### config.mk
export PLATFORM = sky130hd
export DESIGN_NAME = ram64_arbiter
export DESIGN_NICKNAME = d
export VERILOG_FILES = /design/src/rtl/ram64_arbiter.sv
export SDC_FILE = /design/constraint.sdc
export NUM_CORES = 1
export LEC_CHECK = 0
export CAP_MARGIN = 5
export CORE_MARGIN = 4
export CORE_UTILIZATION = 40
export DETAILED_ROUTE_END_ITERATION = 12
export HOLD_SLACK_MARGIN = 0.06
export PLACE_DENSITY = 0.8
export SLEW_MARGIN = 20
export SYNTH_ARGS = -nofsm -noshare
export SYNTH_HDL_FRONTEND = slang
export SYNTH_SLANG_ARGS = --single-unit
### constraint.sdc
create_clock -name clk -period 2.28 [get_ports clk]
set_clock_uncertainty 0.15 [all_clocks]
set_input_delay 0.342 -clock clk [delete_from_list [all_inputs] [get_ports clk]]
set_output_delay 0.342 -clock clk [all_outputs]
set_load 0.1 [all_outputs]
### src/rtl/ram64_arbiter.sv
// Two-port round-robin arbiter in front of a single ram64 (combinational read, registered write).
// Define RAM_CLEAR_EN to zero all 64 words after every reset before accepting requests.
module ram64_arbiter #(
  parameter int ADDR_W = 6,
  parameter int DATA_W = 16
) (
  input  logic              clk,
  input  logic              rst,
  input  logic              a_req,
  input  logic              a_we,
  input  logic [ADDR_W-1:0] a_addr,
  input  logic [DATA_W-1:0] a_wdata,
  output logic              a_ack,
  output logic [DATA_W-1:0] a_rdata,
  input  logic              b_req,
  input  logic              b_we,
  input  logic [ADDR_W-1:0] b_addr,
  input  logic [DATA_W-1:0] b_wdata,
  output logic              b_ack,
  output logic [DATA_W-1:0] b_rdata,
  output logic              mem_load,
  output logic [ADDR_W-1:0] mem_addres,
  output logic [DATA_W-1:0] mem_data_in,
  input  logic [DATA_W-1:0] mem_data_out,
  output logic              init_done
);

  typedef enum logic [1:0] {
    IDLE,
    ACCESS,
    DONE
`ifdef RAM_CLEAR_EN
    , CLEAR
`endif
  } state_t;

  state_t state;
  logic   grant_b;
  logic   last_grant_b;
  logic   pick_b;

  // B wins only when A is idle or when A was the previous winner
  assign pick_b = b_req && (!a_req || !last_grant_b);

`ifdef RAM_CLEAR_EN
  logic init_done_r;
  assign init_done = init_done_r;
`else
  assign init_done = 1'b1;
`endif

  // mem_addres/mem_data_in/mem_load double as the latched request, so ACCESS reads them directly
  always_ff @(posedge clk or posedge rst) begin
    if (rst) begin
`ifdef RAM_CLEAR_EN
      state       <= CLEAR;
      init_done_r <= 1'b0;
`else
      state       <= IDLE;
`endif
      grant_b      <= 1'b0;
      last_grant_b <= 1'b1;
      a_ack        <= 1'b0;
      b_ack        <= 1'b0;
      a_rdata      <= '0;
      b_rdata      <= '0;
      mem_load     <= 1'b0;
      mem_addres   <= '0;
      mem_data_in  <= '0;
    end else begin
      a_ack <= 1'b0;
      b_ack <= 1'b0;
      case (state)
        IDLE: begin
          mem_load <= 1'b0;
          if (a_req || b_req) begin
            grant_b      <= pick_b;
            last_grant_b <= pick_b;
            mem_load     <= pick_b ? b_we    : a_we;
            mem_addres   <= pick_b ? b_addr  : a_addr;
            mem_data_in  <= pick_b ? b_wdata : a_wdata;
            state        <= ACCESS;
          end
        end
        ACCESS: begin
          if (!mem_load) begin
            if (grant_b) b_rdata <= mem_data_out;
            else         a_rdata <= mem_data_out;
          end
          mem_load <= 1'b0;
          if (grant_b) b_ack <= 1'b1;
          else         a_ack <= 1'b1;
          state <= DONE;
        end
        DONE: begin
          mem_load <= 1'b0;
          state    <= IDLE;
        end
`ifdef RAM_CLEAR_EN
        // First cycle arms the write at address 0; the cycle after address 63 finishes
        CLEAR: begin
          if (!mem_load) begin
            mem_load   <= 1'b1;
            mem_addres <= '0;
          end else if (mem_addres == '1) begin
            mem_load    <= 1'b0;
            init_done_r <= 1'b1;
            state       <= IDLE;
          end else begin
            mem_addres <= mem_addres + ADDR_W'(1);
          end
        end
`endif
        default: begin
          mem_load <= 1'b0;
          state    <= IDLE;
        end
      endcase
    end
  end

endmodule

=== Word-level counts from Yosys, hierarchy flattened ===
Index checks and enable logic that the tools add are counted.

* Register bits: 61
* Bits in writable memories: 0
* Memories kept: 0
* Word-level logic and storage cells: 34
* Latch bits: 0
* Memory bits (read-only): 0
* Output and inout port bits: 58

* Shifts and indexed selects: 0
* Divide/modulo/power cells: 0
* Equality and inequality tests: 2
* Bitwise operators: 2
* Reductions and logical operators: 9
* Add/sub/neg operators: 0
* Multiplexer cells: 11
* Magnitude comparators: 0
* $mul: 0

{| class="wikitable"
|+ Operators by type and width
! kind !! count
|-
| 2-to-1 mux 16 bit || 1
|-
| 2-to-1 mux 1 bit || 7
|-
| 2-to-1 mux 6 bit || 1
|-
| AND reduction 3 bit || 2
|-
| case mux 2 bit (2 select lines) || 1
|-
| == test 2 x 1 -> 1 bit, second input constant || 1
|-
| logical NOT 1 bit || 2
|-
| logical NOT 2 bit || 1
|-
| logical OR 1 bit || 2
|-
| 2-to-1 mux 2 bit || 1
|-
| != test 2 bit, second input constant || 1
|-
| inverter 1 bit || 2
|-
| AND reduction 2 bit || 1
|-
| logical AND 1 bit || 1
|}

=== Depth between registers and ports, before layout ===
* Depth after elaboration: 6
* Depth in mapped cells: 6

=== Worst setup path before layout ===
No wires, ideal clock.

* Path type: register -> register
* Start point: register mem_load
* End point: register a_rdata[0]
* Stages on the path, launching flop included: 4
* Arrival time: 1771 ps
* Data required time: 2005 ps
* Path slack: 233 ps
* Path buffers: 1
* Library setup time: 125 ps
* Cells stage by stage: dfrtp_1 > nor3_4 > buf_4 > mux2_2

* Longest elaborated chain between the ends: 2

{| class="wikitable"
|+ RTL lines
! what !! RTL line !! RTL
|-
| start: declaration || 21 || <nowiki>output logic mem_load,</nowiki>
|-
| start signal: assignment || 79 || <nowiki>mem_load <= pick_b ? b_we : a_we;</nowiki>
|-
| inverter 1 bit (no source line) || - ||
|-
| AND reduction 3 bit (no source line) || - ||
|-
| end signal: assignment || 88 || <nowiki>else a_rdata <= mem_data_out;</nowiki>
|-
| end: declaration || 14 || <nowiki>output logic [DATA_W-1:0] a_rdata,</nowiki>
|}

No other way between the ends.
A chain may end at the register's enable or synchronous reset.

=== Worst setup path in the final report ===
* Start point: input a_req
* End point: register mem_data_in[0]

* Longest elaborated chain between the ends: 4

{| class="wikitable"
|+ RTL lines
! what !! RTL line !! RTL
|-
| start: declaration || 9 || <nowiki>input logic a_req,</nowiki>
|-
| logical NOT 1 bit || 43 || <nowiki>assign pick_b = b_req && (!a_req || !last_grant_b);</nowiki>
|-
| logical OR 1 bit || 43 ||
|-
| logical AND 1 bit || 43 ||
|-
| 2-to-1 mux 16 bit || 81 || <nowiki>mem_data_in <= pick_b ? b_wdata : a_wdata;</nowiki>
|-
| end signal: assignment || 81 ||
|-
| end: declaration || 23 || <nowiki>output logic [DATA_W-1:0] mem_data_in,</nowiki>
|}

Several ways; a longest one is shown, not always the timed one.

==> results_dict.tcl <==
set metrics [dict create \
    gp_congestion 0.719 \
    syn_inst 215 \
    critical-path-top-delay-family "buffers and inverters" \
    avgRoutedWirePerCell_um 15.3 \
    crit_fanout 23 \
    dp_slack_ns 0.240 \
    final_cell_count_no_fill 422 \
    drc 0 \
    syn_nets 281 \
    coreArea_sq_um 6030 \
    cts_hold_buf 0 \
    synth-edff-count 0 \
    synthTopCellsByCount "dfrtp_1 (60), nand2_1 (47), mux2_2 (32), a21oi_1 (24), a31oi_1 (23)" \
    slowest_stage "clkdlybuf4s50_1" \
    cts_buffer_depth 2 \
    root_buffer "clkbuf_8" \
    die_y_um 87.3 \
    synth_compound_area_share_pct 11.5 \
    drt_pass1_iterations 4 \
    yosys.area_share.simple_pct 9.75 \
    portBuffers 122 \
    drt-total-wl_um 6470 \
    crit_required_ns 2.30 \
    hpwl_um 4880 \
    cts_buffers 9 \
    crit_path_max_incr_delay_ns 0.52 \
    ant_nets 0 \
    ys.flop_type "dfrtp_1" \
    synthMuxAreaShare_pct 14.3 \
    post-route-period-util_pct 73.6 \
    cts_tree "done" \
    vias_per_cell 4.91 \
    syn_area_sq_um 2510 \
    syn_avg_cell_area_sq_um 11.7 \
    grt_max_degree 42 \
    hold_viol 0 \
    h-tree-depth 3 \
    synth.distinct_cells 22 \
    critPathLaunchType "input pin" \
    layout_min_cycle_time_ns 1.68 \
    antenna_found_initial 0 \
    drive_gt1_share_pct 34.9 \
    worstSetupPathType "input pin to register" \
    worstPathArrival_ns 1.70 \
    synth_top_family_by_area "multiplexers" \
    start_util_pct 41.7 \
    synth.area.top_cells "dfrtp_1 (60%), mux2_2 (14%), nand2_1 (7.0%)" \
    die_x_um 87.3 \
    seq_area_frac_synth_pct 60.7 \
    status "finished, final reports clean" \
    postCtsSetupRepairBufs 0 \
    placedCellCount 406 \
    setup_tns_ns 0 \
    die_area_sq_um 7620 \
    postLayoutSetupSlackWorst_ns 0.601 \
    area_growth_syn_to_layout_pct 54.8 \
    clk_pin_slew_ns 0.07 \
    cap_violations 0 \
    synth_xor_area_share_pct 0 \
    setup_viol 0 \
    clk-insertion-delay-late_ns 0.32 \
    rows 28 \
    cts.sinks 61 \
    hp-class "input pin to async pin" \
    ff_latch_area_sq_um 1530 \
    rsz0062_at_grt "no" \
    grt_pass1_vias 2090 \
    cp-end-kind "register" \
    pin_count 124 \
    overflow 0 \
    ctsResizeCount 0 \
    grt_usage_pct 17.1 \
    fillers 495 \
    ys_warn_count 0 \
    fin_nets 408 \
    drv_slew 0 \
    hold_ws_ns 0.219 \
    path_cells "clkdlybuf4s50_1 -> or2_1 -> nand2_1 -> inv_2 -> a31oi_1" \
    cp_num_buf_inv 2 \
    ys_ff_latch 61 \
    yosys.area_share.adder_pct 0 \
    synthArstFlopShare_pct 100 \
    yosysTopAreaCell "dfrtp_1" \
    synth_most_common_cell "dfrtp_1" \
    diodes 0 \
    multi_input_area_sq_um 906 \
    drt-initial-drc-count 45 \
    fmax_mhz 596 \
    synth_top_cell_area_share_pct 59.7 \
    vias 2073 \
    grt_pass1_wl_um 9960 \
]
-- worst paths after layout --
check | from | endpoint | slack [ns] | depth (start not counted)
min reg2reg | b_rdata[10]$_DFFE_PP0P_ | b_rdata[10]$_DFFE_PP0P_ | 0.36 | 1
max reg2reg | state[0]$_DFFE_PP0P_ | mem_data_in[0]$_DFFE_PP0P_ | 0.62 | 5
max in group asynchronous | rst | last_grant_b$_DFFE_PP1P_ | 1.50 | 3
max | a_req | mem_data_in[0]$_DFFE_PP0P_ | 0.60 | 5
min | rst | b_rdata[12]$_DFFE_PP0P_ | 0.22 | 3
min in group clk | b_rdata[10]$_DFFE_PP0P_ | b_rdata[10]$_DFFE_PP0P_ | 0.36 | 1
-- cell usage in the layout, fill, tap and decap left out --
| cell | instances |
|---|---|
| nor2_1 | 1 |
| a21oi_1 | 24 |
| nand2_1 | 47 |
| clkinv_2 | 2 |
| mux2_2 | 32 |
| and2_1 | 1 |
| dfstp_2 | 1 |
| clkbuf_1 | 1 |
| clkinvlp_4 | 1 |
| inv_1 | 1 |
| a22o_1 | 1 |
| dfrtp_1 | 60 |
| a21boi_2 | 1 |
| nor3_4 | 1 |
| clkbuf_8 | 11 |
| a21bo_2 | 1 |
| buf_12 | 1 |
| nor3b_4 | 1 |
| bufinv_16 | 1 |
| a31oi_1 | 23 |
| inv_2 | 2 |
| conb_1 | 1 |
| nand2b_4 | 1 |
| or2_1 | 1 |
| nor2_2 | 1 |
| clkdlybuf4s50_1 | 65 |
| buf_4 | 64 |
-- flip-flops by register name (all words and copies together), names as in the netlist, 2 cells and up --
| signal | count |
|---|---|
| a_rdata | 16 |
| b_rdata | 16 |
| mem_addres | 6 |
| mem_data_in | 16 |
| state | 2 |
-- per-stage QoR --
stage	cell area, sq um	util [%]
floorplan	2510	-
global placement	3690	61.2
detailed placement	3690	61.2
CTS	3890	64.6
global route	3890	64.6
finish	3890	64.6
-- layout make-up --
class / count / share of cell area, %
clock buffers: 12 / 3.99
flip-flops and latches: 61 / 39.2
repair buffers: 130 / 29.6
clock inverters: 4 / 1.22
multi-input cells: 137 / 23.3
well taps: 75 / 2.41
inverters: 3 / 0.289
-- layer usage --
metal | track usage, % | wire [um]
met1 | 19.6 | 2570
met2 | 29.1 | 3150
met3 | 5.30 | 698
met4 | 7.53 | 43
met5 | 0 | 0
-- logic make-up after synthesis --
| logic type | after synthesis |
|---|---|
| DFF | 61 |
| and+or+nand+nor | 54 |
| AOI/OAI and AO/OA | 50 |
| muxes | 32 |
| buffers and inverters | 17 |
| other | 1 |
-- worst min-delay path, stage by stage --
cell and delay (ns):
clkdlybuf4s50_1 0.41, inv_2 0.08, buf_12 0.23
Power is not shown: default switching activity piles up to over one toggle a cycle in this logic, so the estimate is an artifact.
